[config.mk]
export PLATFORM = sky130hd
export DESIGN_NAME = alu_req_arbiter
export DESIGN_NICKNAME = d
export VERILOG_FILES = /design/src/rtl/alu_req_arbiter.sv
export SDC_FILE = /design/constraint.sdc
export NUM_CORES = 1
export LEC_CHECK = 0
export CAP_MARGIN = 20
export CORE_MARGIN = 3
export CORE_UTILIZATION = 41
export CTS_BUF_LIST = sky130_fd_sc_hd__clkbuf_2 sky130_fd_sc_hd__clkbuf_4 sky130_fd_sc_hd__clkbuf_8
export CTS_CLUSTER_SIZE = 24
export DETAILED_ROUTE_END_ITERATION = 10
export PLACE_DENSITY = 0.84
export SETUP_SLACK_MARGIN = 0.5
export SKIP_LAST_GASP = 1
export SYNTH_ARGS = -nofsm -noshare
export SYNTH_HDL_FRONTEND = slang
export SYNTH_SLANG_ARGS = --single-unit
[constraint.sdc]
create_clock -name clk -period 2.3 [get_ports clk]
set_clock_uncertainty 0.15 [all_clocks]
set_input_delay 0.23 -clock clk [delete_from_list [all_inputs] [get_ports clk]]
set_output_delay 0.23 -clock clk [all_outputs]
set_load 0.01 [all_outputs]
[src/rtl/alu_req_arbiter.sv]
// Two-port round-robin front end for a shared combinational ALU with a tagged valid/ready response.
// Optional ALU_ARB_STATS_EN adds per-port 16-bit accepted-request counters (stat_ops0/stat_ops1).
module alu_req_arbiter #(
   parameter int unsigned WIDTH   = 32,
   parameter int unsigned ALU_LAT = 1
) (
   input  logic             clk,
   input  logic             rst,
   input  logic             req0_valid,
   output logic             req0_ready,
   input  logic [WIDTH-1:0] req0_a,
   input  logic [WIDTH-1:0] req0_b,
   input  logic             req0_cin,
   input  logic [4:0]       req0_card,
   input  logic             req1_valid,
   output logic             req1_ready,
   input  logic [WIDTH-1:0] req1_a,
   input  logic [WIDTH-1:0] req1_b,
   input  logic             req1_cin,
   input  logic [4:0]       req1_card,
   output logic             rsp_valid,
   input  logic             rsp_ready,
   output logic             rsp_id,
   output logic [WIDTH-1:0] rsp_f,
   output logic             rsp_cout,
   output logic             rsp_zero,
   output logic             rsp_err,
   output logic [WIDTH-1:0] alu_a,
   output logic [WIDTH-1:0] alu_b,
   output logic             alu_cin,
   output logic [4:0]       alu_card,
   input  logic [WIDTH-1:0] alu_f,
   input  logic             alu_cout,
   input  logic             alu_zero
`ifdef ALU_ARB_STATS_EN
   ,
   output logic [15:0]      stat_ops0,
   output logic [15:0]      stat_ops1
`endif
);

   localparam int unsigned CNT_W    = 4;
   localparam logic [4:0]  CARD_MIN = 5'h01;
   localparam logic [4:0]  CARD_MAX = 5'h10;

   typedef enum logic [1:0] {
      IDLE = 2'd0,
      EXEC = 2'd1,
      RESP = 2'd2
   } state_t;

   state_t             state;
   state_t             state_nxt;
   logic               last_grant;
   logic               grant0;
   logic               grant1;
   logic               accept;
   logic               win_id;
   logic               win_legal;
   logic [WIDTH-1:0]   win_a;
   logic [WIDTH-1:0]   win_b;
   logic               win_cin;
   logic [4:0]         win_card;
   logic               id_q;
   logic [CNT_W-1:0]   cnt;

   // Round-robin: on contention the port that did not win last time is granted.
   always_comb begin
      grant0 = 1'b0;
      grant1 = 1'b0;
      if (req0_valid && req1_valid) begin
         grant0 = last_grant;
         grant1 = ~last_grant;
      end else begin
         grant0 = req0_valid;
         grant1 = req1_valid;
      end
   end

   // FSM state register.
   always_ff @(posedge clk) begin
      if (rst) begin
         state <= IDLE;
      end else begin
         state <= state_nxt;
      end
   end

   // FSM next state; an illegal opcode skips EXEC entirely.
   always_comb begin
      state_nxt = state;
      case (state)
         IDLE: begin
            if (accept) begin
               state_nxt = win_legal ? EXEC : RESP;
            end
         end
         EXEC: begin
            if (cnt == '0) begin
               state_nxt = RESP;
            end
         end
         RESP: begin
            if (rsp_ready) begin
               state_nxt = IDLE;
            end
         end
         default: state_nxt = IDLE;
      endcase
   end

   // FSM outputs: request handshake and the selected winner's fields.
   always_comb begin
      req0_ready = 1'b0;
      req1_ready = 1'b0;
      if (!rst && (state == IDLE)) begin
         req0_ready = grant0;
         req1_ready = grant1;
      end
      accept    = req0_ready | req1_ready;
      win_id    = req1_ready;
      win_a     = win_id ? req1_a    : req0_a;
      win_b     = win_id ? req1_b    : req0_b;
      win_cin   = win_id ? req1_cin  : req0_cin;
      win_card  = win_id ? req1_card : req0_card;
      win_legal = (win_card >= CARD_MIN) && (win_card <= CARD_MAX);
   end

   // Operand latch, ALU hold counter and response capture.
   always_ff @(posedge clk) begin
      if (rst) begin
         last_grant <= 1'b1;
         id_q       <= 1'b0;
         cnt        <= '0;
         alu_a      <= '0;
         alu_b      <= '0;
         alu_cin    <= 1'b0;
         alu_card   <= 5'd0;
         rsp_valid  <= 1'b0;
         rsp_id     <= 1'b0;
         rsp_f      <= '0;
         rsp_cout   <= 1'b0;
         rsp_zero   <= 1'b0;
         rsp_err    <= 1'b0;
      end else begin
         if (accept) begin
            last_grant <= win_id;
            id_q       <= win_id;
            if (win_legal) begin
               alu_a    <= win_a;
               alu_b    <= win_b;
               alu_cin  <= win_cin;
               alu_card <= win_card;
               cnt      <= CNT_W'(ALU_LAT - 1);
            end else begin
               rsp_valid <= 1'b1;
               rsp_id    <= win_id;
               rsp_f     <= '1;
               rsp_cout  <= 1'b0;
               rsp_zero  <= 1'b0;
               rsp_err   <= 1'b1;
            end
         end
         if (state == EXEC) begin
            if (cnt == '0) begin
               rsp_valid <= 1'b1;
               rsp_id    <= id_q;
               rsp_f     <= alu_f;
               rsp_cout  <= alu_cout;
               rsp_zero  <= alu_zero;
               rsp_err   <= 1'b0;
               alu_card  <= 5'd0;
            end else begin
               cnt <= cnt - CNT_W'(1);
            end
         end
         if ((state == RESP) && rsp_ready) begin
            rsp_valid <= 1'b0;
         end
      end
   end

`ifdef ALU_ARB_STATS_EN
   // Per-port accepted-request counters, wrapping at 16 bits.
   always_ff @(posedge clk) begin
      if (rst) begin
         stat_ops0 <= 16'd0;
         stat_ops1 <= 16'd0;
      end else begin
         if (req0_ready) begin
            stat_ops0 <= stat_ops0 + 16'd1;
         end
         if (req1_ready) begin
            stat_ops1 <= stat_ops1 + 16'd1;
         end
      end
   end
`endif

endmodule
### Word level (Yosys, flattened, before mapping)

Index checks and enable logic that the tools add are counted.

* input port bits: 179
* logic and storage cells: 79
* output and inout port bits: 109
* register bits after elaboration: 115

* add/sub/neg operators: 1
* bitwise gates (word level): 2
* equality and inequality tests: 5
* magnitude comparators: 2
* muxes and demuxes: 45
* reduce and logical (&&, ||, !) cells: 10

Operator list (count)
* $mux W32: 6
* $mux W1: 25
* $mux W5: 5
* $mux W4: 4
* $mux W2: 4
* $ne A2 B2 Y1 const B: 3
* $pmux W2 S3: 1
* $ge A5 B1 Y1 const B: 1
* $le A5 B5 Y1 const B: 1
* $logic_and A1 B1 Y1: 4
* $logic_not A4 Y1: 1
* $sub A4 B1 Y4 const B: 1
* $reduce_and A3 Y1: 1
* $eq A2 B1 Y1 const B: 1
* $eq A2 B2 Y1 const B: 1
* $logic_not A2 Y1: 1
* $reduce_and A2 Y1: 1
* $reduce_or A2 Y1: 1
* $logic_not A1 Y1: 1
* $not A1 Y1: 1
* $or A1 B1 Y1: 1

### Logic depth before layout (Yosys ltp)

Gate-level depths: netlist (run 1).

* depth in word-level cells: 10
* gate-level depth with buffers: 9
* mapped depth without buffers: 6

### Worst setup path before layout (run 1)

OpenSTA, ideal clock, no wires.

* path type: flip-flop to flip-flop
* from: register cnt[0]
* to: register rsp_f[22]
* path buffers: 1
* stages on the path, launching flop included: 8
* data required time: 2.069 ns
* slack: 0.465 ns
* library setup time: 0.081 ns
* period minus slack after synthesis: 1.835 ns
* arrival time: 1.604 ns
* cells stage by stage: dfxtp_1 > inv_1 > ha_1 > or3b_1 > nor2_2 > buf_2 > nor2_1 > a211oi_2

* word-level cells in the longest chain between the ends: 3

RTL lines
* from (decl): RTL line 65 `logic [CNT_W-1:0] cnt;`
* from (signal assigned): RTL line 154 `cnt <= CNT_W'(ALU_LAT - 1);`
* from (signal assigned): RTL line 174 `cnt <= cnt - CNT_W'(1);`
* $logic_not A4 Y1: RTL line 165 `if (cnt == '0) begin`
* $mux W32: RTL line 165
* $mux W32: RTL line 164 `if (state == EXEC) begin`
* to (signal assigned): RTL line 168 `rsp_f <= alu_f;`
* to (decl): RTL line 24 `output logic [WIDTH-1:0] rsp_f,`

Every way passes these cells.
A chain may end at the register's enable or synchronous reset.

### Worst setup path after layout (run 1)

* from: register cnt[1]
* to: register rsp_f[18]

The elaborated chain is that of the path after synthesis.

==> results by group, run 1 <==
Status
  – Status: finished, final reports clean

Final layout
  – Fillers: 833
  – Layout Nets: 1022
  – # diodes: 0
  – Layout cell share with drive strength beyond 1: between 10% and 20%
  – Post-route cell area: between 9000 and 10000 um2
  – Area grow syn2layout: 79.6%

Synth
  – Post-synthesis async set-or-reset flop share: 0%
  – Avg Cell Area, Syn: a little over 10 um2
  – Post-synthesis sequential area ratio: approximately 43%
  – Ys flop type: dfxtp_1
  – Post-Synthesis Cells: approximately 520
  – Unique masters post-synth: 47
  – Number of synthesized register bits: between 100 and 150
  – Yosys warning count: 0
  – Syn_nets: around 700
  – EDFF count, synth: 0
  – Post-Syn Area: between 5000 and 6000 um2

Global routing
  – Vias in the first global route: ~5500
  – Global-route wire length before repair: between 20 and 30 mm
  – Total global routing overflow: 0
  – Pin count of the biggest net entering global routing: between 50 and 60
  – GRT Overall Usage: 24.2%
  – Initial antenna violation count: 0

Route
  – Final wirelength: 18.6 mm
  – DR vias/cell: roughly 5.1
  – DR vias: about 5300
  – 1st-pass router iterations: 4
  – 1st-iter DRT viols: between 300 and 400
  – Antenna Violating Nets Remaining: 0
  – DRC Markers: 0
  – Avg WL per Cell: between 15 and 20 um

Timing
  – RSZ-0062 raised after global routing: true
  – Slew of the pin with the lowest slew margin: around 0.50 ns
  – Final hold violation count: 0
  – Final min period: between 1.5 and 2 ns
  – Fin crit share: between 80% and 90%
  – Final slew viol count: 0
  – Rel. slew slack: between 60% and 70%
  – Final setup vio count: 0
  – Highest clock rate: between 500 and 600 MHz

Place
  – Dpl hpwl: between 10 and 15 mm
  – Port buffer count: 287
  – Post-DP Area: between 8000 and 9000 um2
  – Routability Congestion: around 0.82

Clock network
  – Post-CTS Hold Buffers: 0
  – CTS Buf Count: 17
  – Clock root cell: clkbuf_8
  – Depth of the CTS H-tree: 4
  – Bufs on Longest Clock Path: 2
  – Clk slew on worst S/H paths: 0.07 ns
  – Clock latency on the worst-skew pair: 0.43 ns
  – CTS tree: built
  – Clk sinks: approximately 120

Die
  – Die X: 120 um
  – Die height: roughly 120 um
  – Core footprint: about 13000 um2
  – FP Rows: 41
  – Initial Util: 42.2%
  – Die area: 14500 um2
  – I/O pin cnt: between 200 and 300

Power
  – Part of the power in registers: 36.4%
  – Leakage: around 4.5 nW
  – VDD IR max: 0.000482 V
  – Switching power: ~1.7 mW
  – Combinational power share: between 20 and 30%
  – Clk network pwr share: roughly a third
  – PD cells: 673 nW/um2
  – Total Power: between 6 and 7 mW
  – Internal power: about 4.8 mW
  – Sw Share: between 20% and 30%

Critical path
  – WP data required: 2.50 ns
  – CP max FO: 4
  – Crit start category: flip-flop
  – Crit Path Class: flip-flop to flip-flop
  – Crit end category: flip-flop
  – Critical path arrival: between 2 and 2.5 ns

Flow run
  – Max Cap Viol: 0

Worst hold path
  – Hold WC Path Type: input port to flip-flop
-- power by group through the flow --
stage / combinational [mW] / sequential (mW) / clock (mW)
floorplan: 0.623 / 2.48 / 0
global placement: 1.60 / 2.37 / 0
detailed placement: 1.64 / 2.39 / 0
CTS: 1.74 / 2.35 / 2.31
global route: 1.94 / 2.38 / 2.39
finish: 1.84 / 2.36 / 2.28
-- routing by layer --
| layer | up-vias | track usage (%) | wire length (um) |
|---|---|---|---|
| li1 | 2467 | - | - |
| met1 | 2516 | 24.1 | 6530 |
| met2 | 240 | 45.6 | 10100 |
| met3 | 48 | 8.56 | 1480 |
| met4 | 0 | 9.99 | 558 |
| met5 | - | 0 | 0 |
-- cell usage in the layout (no fill, tap or decap), drive strengths merged, types with 3 or more instances in the layout --
cell type,netlist,routed
dlygate4sd2,0,5
clkbuf,14,31
nand2,76,76
nor2b,3,3
a21oi,3,3
a41o,4,4
mux2i,139,139
nor4,3,3
bufinv,0,5
dfxtp,115,115
a211oi,35,35
inv,6,6
clkdlybuf4s50,0,276
nor2,68,68
dlymetal6s2s,0,3
buf,24,48
nand3,3,3
-- metrics by stage --
stage	cells	worst slack, ns	TNS (ns)	utilization (%)	hold slack (ns)
floorplan	521	0.519	0	-	0.192
global placement	966	-0.116	-4.08	66.8	0.286
detailed placement	966	-0.167	-7.94	66.8	0.304
CTS	1018	0.462	0	73.5	0.0441
global route	1027	0.316	0	75.8	0.0472
finish	1027	0.372	0	75.8	0.0585
-- path summary, 6_finish.rpt --
kind | startpoint | cells after the start | slack [ns] | end
hold / removal | req1_card[3] | 3 | 0.06 | alu_card[3]
setup / recovery | cnt[1] | 8 | 0.37 | rsp_f[18]
hold reg to reg | alu_b[10] | 2 | 0.31 | alu_b[10]
setup reg to reg | cnt[1] | 8 | 0.37 | rsp_f[18]
-- kinds of logic after synthesis --
logic type,synth area share [%]
and+or+nand+nor,13.3
DFF,43.0
muxes,26.0
buffers and inverters,6.31
xor gates and xnor gates,0.491
adders and majority gates,0.234
AOI/OAI and AO/OA,10.7
-- Yosys cell counts, types with 2 or more instances --
cell type	number	area share [%]
nand2b_1	2	0.23
a211oi_2	29	6.8
dfxtp_1	115	43
clkbuf_1	14	0.98
nor2b_1	3	0.35
a41o_1	2	0.37
a211oi_1	6	0.84
nor2_1	67	4.7
buf_6	3	0.63
buf_2	11	1.0
xnor2_1	2	0.33
buf_12	8	3.0
mux2i_1	139	26
o21ai_0	2	0.19
a21oi_1	3	0.28
and3_1	2	0.23
a221oi_1	2	0.33
nand3_1	3	0.28
nand2_1	76	5.3
a41o_2	2	0.42
inv_1	4	0.28
-- repair_timing --
item                       CTS  global route
gates cloned                 6             7
setup endpoints to repair  109           111
buffers inserted            14             2
gates resized for setup     38            37
pin swaps                    6            22
-- state kept, by name, summed over array words and instances (netlist names) --
name,count
alu_a,32
alu_b,32
rsp_f,32
alu_card,5
cnt,4
state,2
alu_cin,1
id_q,1
last_grant,1
rsp_cout,1
rsp_err,1
rsp_id,1
rsp_valid,1
rsp_zero,1
-- critical path: stages (launching register included) --
cell and delay [ns]:
dfxtp_2 0.34, inv_2 0.07, ha_4 0.13, or3b_4 0.39, nor2_4 0.20, buf_6 0.16
clkbuf_16 0.15, nor2_2 0.04, a211oi_2 0.20
-- layout make-up --
| class | count | area [um2] | area share (%) |
|---|---|---|---|
| flip-flops and latches | 115 | 2310 | 24.0 |
| clock inverters | 8 | 170 | 1.77 |
| inverters | 6 | 30.0 | 0.312 |
| multi-input cells | 362 | 2870 | 29.9 |
| clock buffers | 24 | 318 | 3.31 |
| repair buffers | 340 | 3690 | 38.4 |
| well taps | 172 | 215 | 2.24 |
Power figures use the tool's default switching activity.
==> run 2, diff against run 1 <==
- CORE_UTILIZATION: 41 -> 37
- PLACE_DENSITY: 0.84 -> 0.8
- clock period: 2.3 -> 1.6 ns (I/O delays scaled with it)
==> results by group, run 2 (synthesis results as in run 1) <==
Power
  – VDD IR max: between 0.0004 and 0.0005 V
  – PD cells: roughly 860 nW/um2
  – Total Power: approximately 9.3 mW
  – Leakage: ~5.1 nW

Clock network
  – Clock root cell: clkbuf_8
  – Clk slew on worst S/H paths: around 0.07 ns
  – Clk sinks: 115
  – Depth of the CTS H-tree: 4
  – Clock latency on the worst-skew pair: ~0.44 ns
  – CTS Buf Count: 17
  – CTS tree: built
  – Bufs on Longest Clock Path: 2

Timing
  – Slew of the pin with the lowest slew margin: roughly 0.69 ns
  – Hold_ws: ~0.046 ns
  – PnR worst setup slack: -0.416 ns
  – Setup TNS Final: -35.00 ns
  – Final hold violation count: 0
  – Fin crit share: 126%
  – Rel. slew slack: between 50% and 60%
  – Final min period: ~2.0 ns
  – RSZ-0062 raised after global routing: true
  – Final slew viol count: 0
  – Highest clock rate: about 500 MHz
  – Final setup vio count: between 100 and 150

Critical path
  – CP cell instances: clkdlybuf4s50_1 -> nor4_4 -> xnor2_2 -> a22oi_4 -> clkbuf_16 -> buf_16 -> mux2i_2
  – Crit start category: input port
  – Worst path depth: 7
  – Max incr delay on CP: 0.53 ns
  – Reg2reg setup slack: -0.31 ns
  – Crit Path Class: input port to flip-flop
  – Slowest stage cell, crit path: clkdlybuf4s50_1
  – CP top delay family: buffers and inverters
  – Worst reg2reg startpoint: last_grant
  – Crit end category: flip-flop
  – R2R Path End: alu_b[25]
  – Reg2reg path depth: 8
  – Buf/Inv on CP: 3
  – Critical path arrival: approximately 2.2 ns
  – CP max FO: 6
  – WP data required: about 1.8 ns

Global routing
  – Vias in the first global route: 5665
  – Total global routing overflow: 0
  – Global-route wire length before repair: between 20 and 30 mm
  – Pin count of the biggest net entering global routing: 45
  – Initial antenna violation count: 0
  – GRT Overall Usage: around a quarter

Route
  – Avg WL per Cell: a little under 20 um
  – DRC Markers: 0
  – 1st-iter DRT viols: a little under 300
  – DR vias/cell: 5.09
  – Final wirelength: around 22 mm
  – 1st-pass router iterations: 5
  – Antenna Violating Nets Remaining: 0
  – DR vias: 5612

Final layout
  – Most frequent cells in the layout: 176 x clkdlybuf4s50_1, 122 x buf_6, 112 x dfxtp_2
  – FF/Latch Area: 2440 um2
  – # diodes: 0
  – Area grow syn2layout: 102%
  – Post-route cell area: between 10000 and 15000 um2
  – Fillers: between 800 and 900
  – Commonest non-fill, non-tap cell in the layout: clkdlybuf4s50_1
  – Layout cell share with drive strength beyond 1: a little over half
  – Footprint of the multi-input gates: between 3000 and 4000 um2
  – Layout Nets: 1092
  – Top flop regs: alu_a (32), alu_b (32), rsp_f (32)

Flow run
  – Max Cap Viol: 0

Die
  – Die area: ~16000 um2
  – Core footprint: about 14000 um2
  – Initial Util: a little under two fifths
  – I/O pin cnt: 288
  – Die height: about 130 um
  – FP Rows: 43
  – Die X: approximately 130 um

Place
  – Dpl hpwl: ~13 mm
  – Routability Congestion: between 0.8 and 0.9
  – Port buffer count: around 290
  – Dpl ws: -0.651 ns
  – Post-DP Area: 8710 um2

Status
  – Failing checks: setup timing
  – Status: complete, but fails checks

Worst hold path
  – Hold WC Path Type: input port to flip-flop
  – Hold path cells: 3
  – Hold Path Origin: req1_card[2]
  – Hold EP: alu_card[2]
-- run 2: worst max path at each step --
stage / slack, ns / from / end
floorplan: -0.12 / cnt[1] / rsp_f[2]
global placement: -0.58 / req1_card[1] / alu_a[0]
detailed placement: -0.65 / req1_card[0] / alu_a[2]
CTS: -0.26 / state[1] / rsp_zero
global route: -0.45 / req1_card[1] / alu_a[12]
finish: -0.42 / req1_card[1] / alu_b[25]
-- run 2: worst reg2reg max path, stage by stage, from the launching register on --
cell and delay (ns):
dfxtp_2 0.32, nor2b_2 0.12, nand3b_1 0.17, buf_4 0.15
inv_4 0.04, a22oi_4 0.22, clkbuf_16 0.25, buf_16 0.15
mux2i_2 0.25
-- run 2: routing by layer --
metal | wire length (um) | GRT usage (%) | share of wire (%)
met3 | 1390 | 7.42 | 6.4
met5 | 0 | 0 | 0
met2 | 11700 | 43.8 | 54
met4 | 610 | 6.62 | 2.8
met1 | 8060 | 25.6 | 37
-- run 2: cell type report --
type,count,share of cell area [%]
Multi-Input combinational cell,362,29.1
Clock buffer,23,2.81
Tap cell,180,2.08
Clock inverter,6,0.509
Inverter,6,0.301
Timing Repair Buffer,410,42.6
Sequential cell,115,22.6
-- run 2: report_power, final --
part	switching [mW]	total, mW	leakage [nW]	internal (mW)
Combinational	1.25	3.26	3.92	2.01
Clock	1.14	2.53	0.194	1.39
Sequential	0.255	3.52	0.988	3.26
Total	2.64	9.31	5.10	6.66
-- run 2: timing repair --
item / CTS / global route
gates cloned: 10 / 9
gates resized for setup: 700 / 58
endpoints found under the setup margin: 224 / 224
setup buffers: 41 / 26
pin swaps: 11 / 7
hold buffers: 0 / 0
-- run 2: stage by stage --
stage / util (%) / std cells
5_1_grt: 77.3 / 1102
2_1_floorplan: - / 521
4_1_cts: 72.8 / 1067
3_5_place_dp: 62.3 / 987
6_report: 77.3 / 1102
3_3_place_gp: 62.3 / 987
==> run 3, diff against run 2 <==
- GPL_TIMING_DRIVEN: not set -> 0
==> results by group, run 3 (synthesis results as in run 1) <==
Route
  – 1st-iter DRT viols: between 200 and 300
  – Avg WL per Cell: 17.9 um
  – 1st-pass router iterations: 4
  – DRC Markers: 0
  – Antenna Violating Nets Remaining: 0
  – Final wirelength: a little under 20 mm
  – DR vias/cell: 4.93
  – DR vias: roughly 5400

Die
  – FP Rows: 43
  – Die height: between 100 and 150 um
  – I/O pin cnt: ~290
  – Die area: between 15000 and 20000 um2
  – Initial Util: approximately two fifths
  – Die X: approximately 130 um
  – Core footprint: 14000 um2

Worst hold path
  – Hold EP: alu_card[2]
  – Hold path cells: 4
  – Hold WC Path Type: input port to flip-flop
  – Hold Path Origin: rst

Critical path
  – CP cell instances: inv_2 -> ha_4 -> or3b_4 -> nor2_4 -> buf_12 -> buf_12 -> buf_16 -> nor2_2 -> a211oi_2
  – CP top delay family: simple AND/OR/NAND/NOR gates
  – Crit start category: flip-flop
  – Worst reg2reg startpoint: cnt[0]
  – Slowest stage cell, crit path: or3b_4
  – WP data required: approximately 1.8 ns
  – Reg2reg setup slack: -0.27 ns
  – R2R Path End: rsp_f[7]
  – Crit Path Class: flip-flop to flip-flop
  – Crit end category: flip-flop
  – Critical path arrival: between 2 and 2.5 ns
  – Reg2reg path depth: 9
  – Max incr delay on CP: 0.39 ns
  – Buf/Inv on CP: 4
  – CP max FO: 8
  – CP dominant cell by count: buf_12

Clock network
  – Clk sinks: about 120
  – CTS Buf Count: 17
  – Depth of the CTS H-tree: 4
  – Bufs on Longest Clock Path: 2
  – CTS tree: built
  – Clk slew on worst S/H paths: 0.07 ns
  – Clock latency on the worst-skew pair: 0.43 ns
  – Clock root cell: clkbuf_8

Place
  – Post-DP Area: about 8600 um2
  – Port buffer count: ~290
  – Dpl hpwl: roughly 13 mm
  – Dpl ws: -0.640 ns
  – Routability Congestion: just under 0.9

Timing
  – Fin crit share: 117%
  – Final setup vio count: 115
  – Highest clock rate: 535 MHz
  – Final hold violation count: 0
  – Hold_ws: between 0.03 and 0.04 ns
  – Rel. slew slack: 52.5%
  – Final slew viol count: 0
  – RSZ-0062 raised after global routing: true
  – Final min period: roughly 1.9 ns
  – PnR worst setup slack: -0.270 ns
  – Slew of the pin with the lowest slew margin: 0.713 ns

Global routing
  – Vias in the first global route: around 5700
  – Initial antenna violation count: 1
  – Total global routing overflow: 0
  – Pin count of the biggest net entering global routing: 17
  – GRT Overall Usage: 23.0%
  – Global-route wire length before repair: ~29 mm

Power
  – Total Power: ~9.1 mW
  – VDD IR max: just under 0.0006 V
  – PD cells: around 900 nW/um2
  – Leakage: about 5.0 nW

Final layout
  – Commonest non-fill, non-tap cell in the layout: clkdlybuf4s50_1
  – Top flop regs: alu_a (32), alu_b (32), rsp_f (32)
  – Layout cell share with drive strength beyond 1: around half
  – Post-route cell area: 10300 um2
  – Layout Nets: 1085
  – Most frequent cells in the layout: 172 x clkdlybuf4s50_1, 136 x mux2i_1, 120 x buf_6
  – Area grow syn2layout: 93.2%
  – Fillers: ~950

Status
  – Status: complete, but fails checks
  – Failing checks: setup timing

Flow run
  – Max Cap Viol: 0
==> run 3: power breakdown <==
part / switching (mW) / internal, mW / total [mW]
Combinational: 1.11 / 1.83 / 2.94
Sequential: 0.250 / 3.26 / 3.51
Clock: 1.14 / 1.53 / 2.67
Total: 2.50 / 6.62 / 9.12
==> run 3: layer usage <==
layer | wire length [um] | up-vias | track usage (%) | share of wire, %
li1 | - | 2607 | - | -
met1 | 7340 | 2576 | 25.0 | 37
met2 | 10500 | 207 | 41.8 | 53
met3 | 1410 | 24 | 8.57 | 7.2
met4 | 402 | 0 | 6.56 | 2.0
met5 | 0 | - | 0 | 0
==> run 3: through the flow <==
| step | util, % | std cells | setup TNS (ns) |
|---|---|---|---|
| after global routing | 73.9 | 1098 | -34.66 |
| after detailed placement | 61.6 | 987 | -65.37 |
| after floorplan | - | 521 | -2.87 |
| after global placement | 61.6 | 987 | -59.05 |
| final | 73.9 | 1098 | -24.81 |
| after CTS | 70.6 | 1069 | -16.22 |
==> run 3: final cells by class <==
| class | count | area [um2] | share of cell area (%) |
|---|---|---|---|
| diodes | 1 | 2.50 | 0.0242 |
| clock inverters | 4 | 45.0 | 0.436 |
| flip-flops and latches | 115 | 2450 | 23.7 |
| well taps | 180 | 225 | 2.18 |
| inverters | 6 | 35.0 | 0.339 |
| repair buffers | 364 | 3860 | 37.3 |
| multi-input cells | 363 | 2960 | 28.6 |
| clock buffers | 27 | 347 | 3.35 |
| plain buffers | 38 | 418 | 4.04 |
==> run 3: repair_timing <==
action,CTS,global route
hold endpoints to repair,1,0
pin swaps,11,15
endpoints found under the setup margin,224,224
buffers inserted,45,21
gates resized for setup,694,35
gates cloned,6,7
==> run 3: tightest hold or removal path, stage by stage <==
cell and delay [ns]:
buf_4 0.16, a21oi_1 0.11, nand2_1 0.08, mux2i_1 0.05
==> run 3: worst max-delay path by stage <==
stage / to / start / slack, ns / cells past startpoint
after floorplan: rsp_f[2] / cnt[1] / -0.12 / 7
after global placement: rsp_f[9] / req0_card[1] / -0.58 / 6
after detailed placement: rsp_f[11] / req0_card[1] / -0.64 / 6
after CTS: rsp_f[26] / cnt[0] / -0.19 / 8
after global routing: alu_a[24] / last_grant / -0.37 / 8
final: rsp_f[7] / cnt[0] / -0.27 / 9
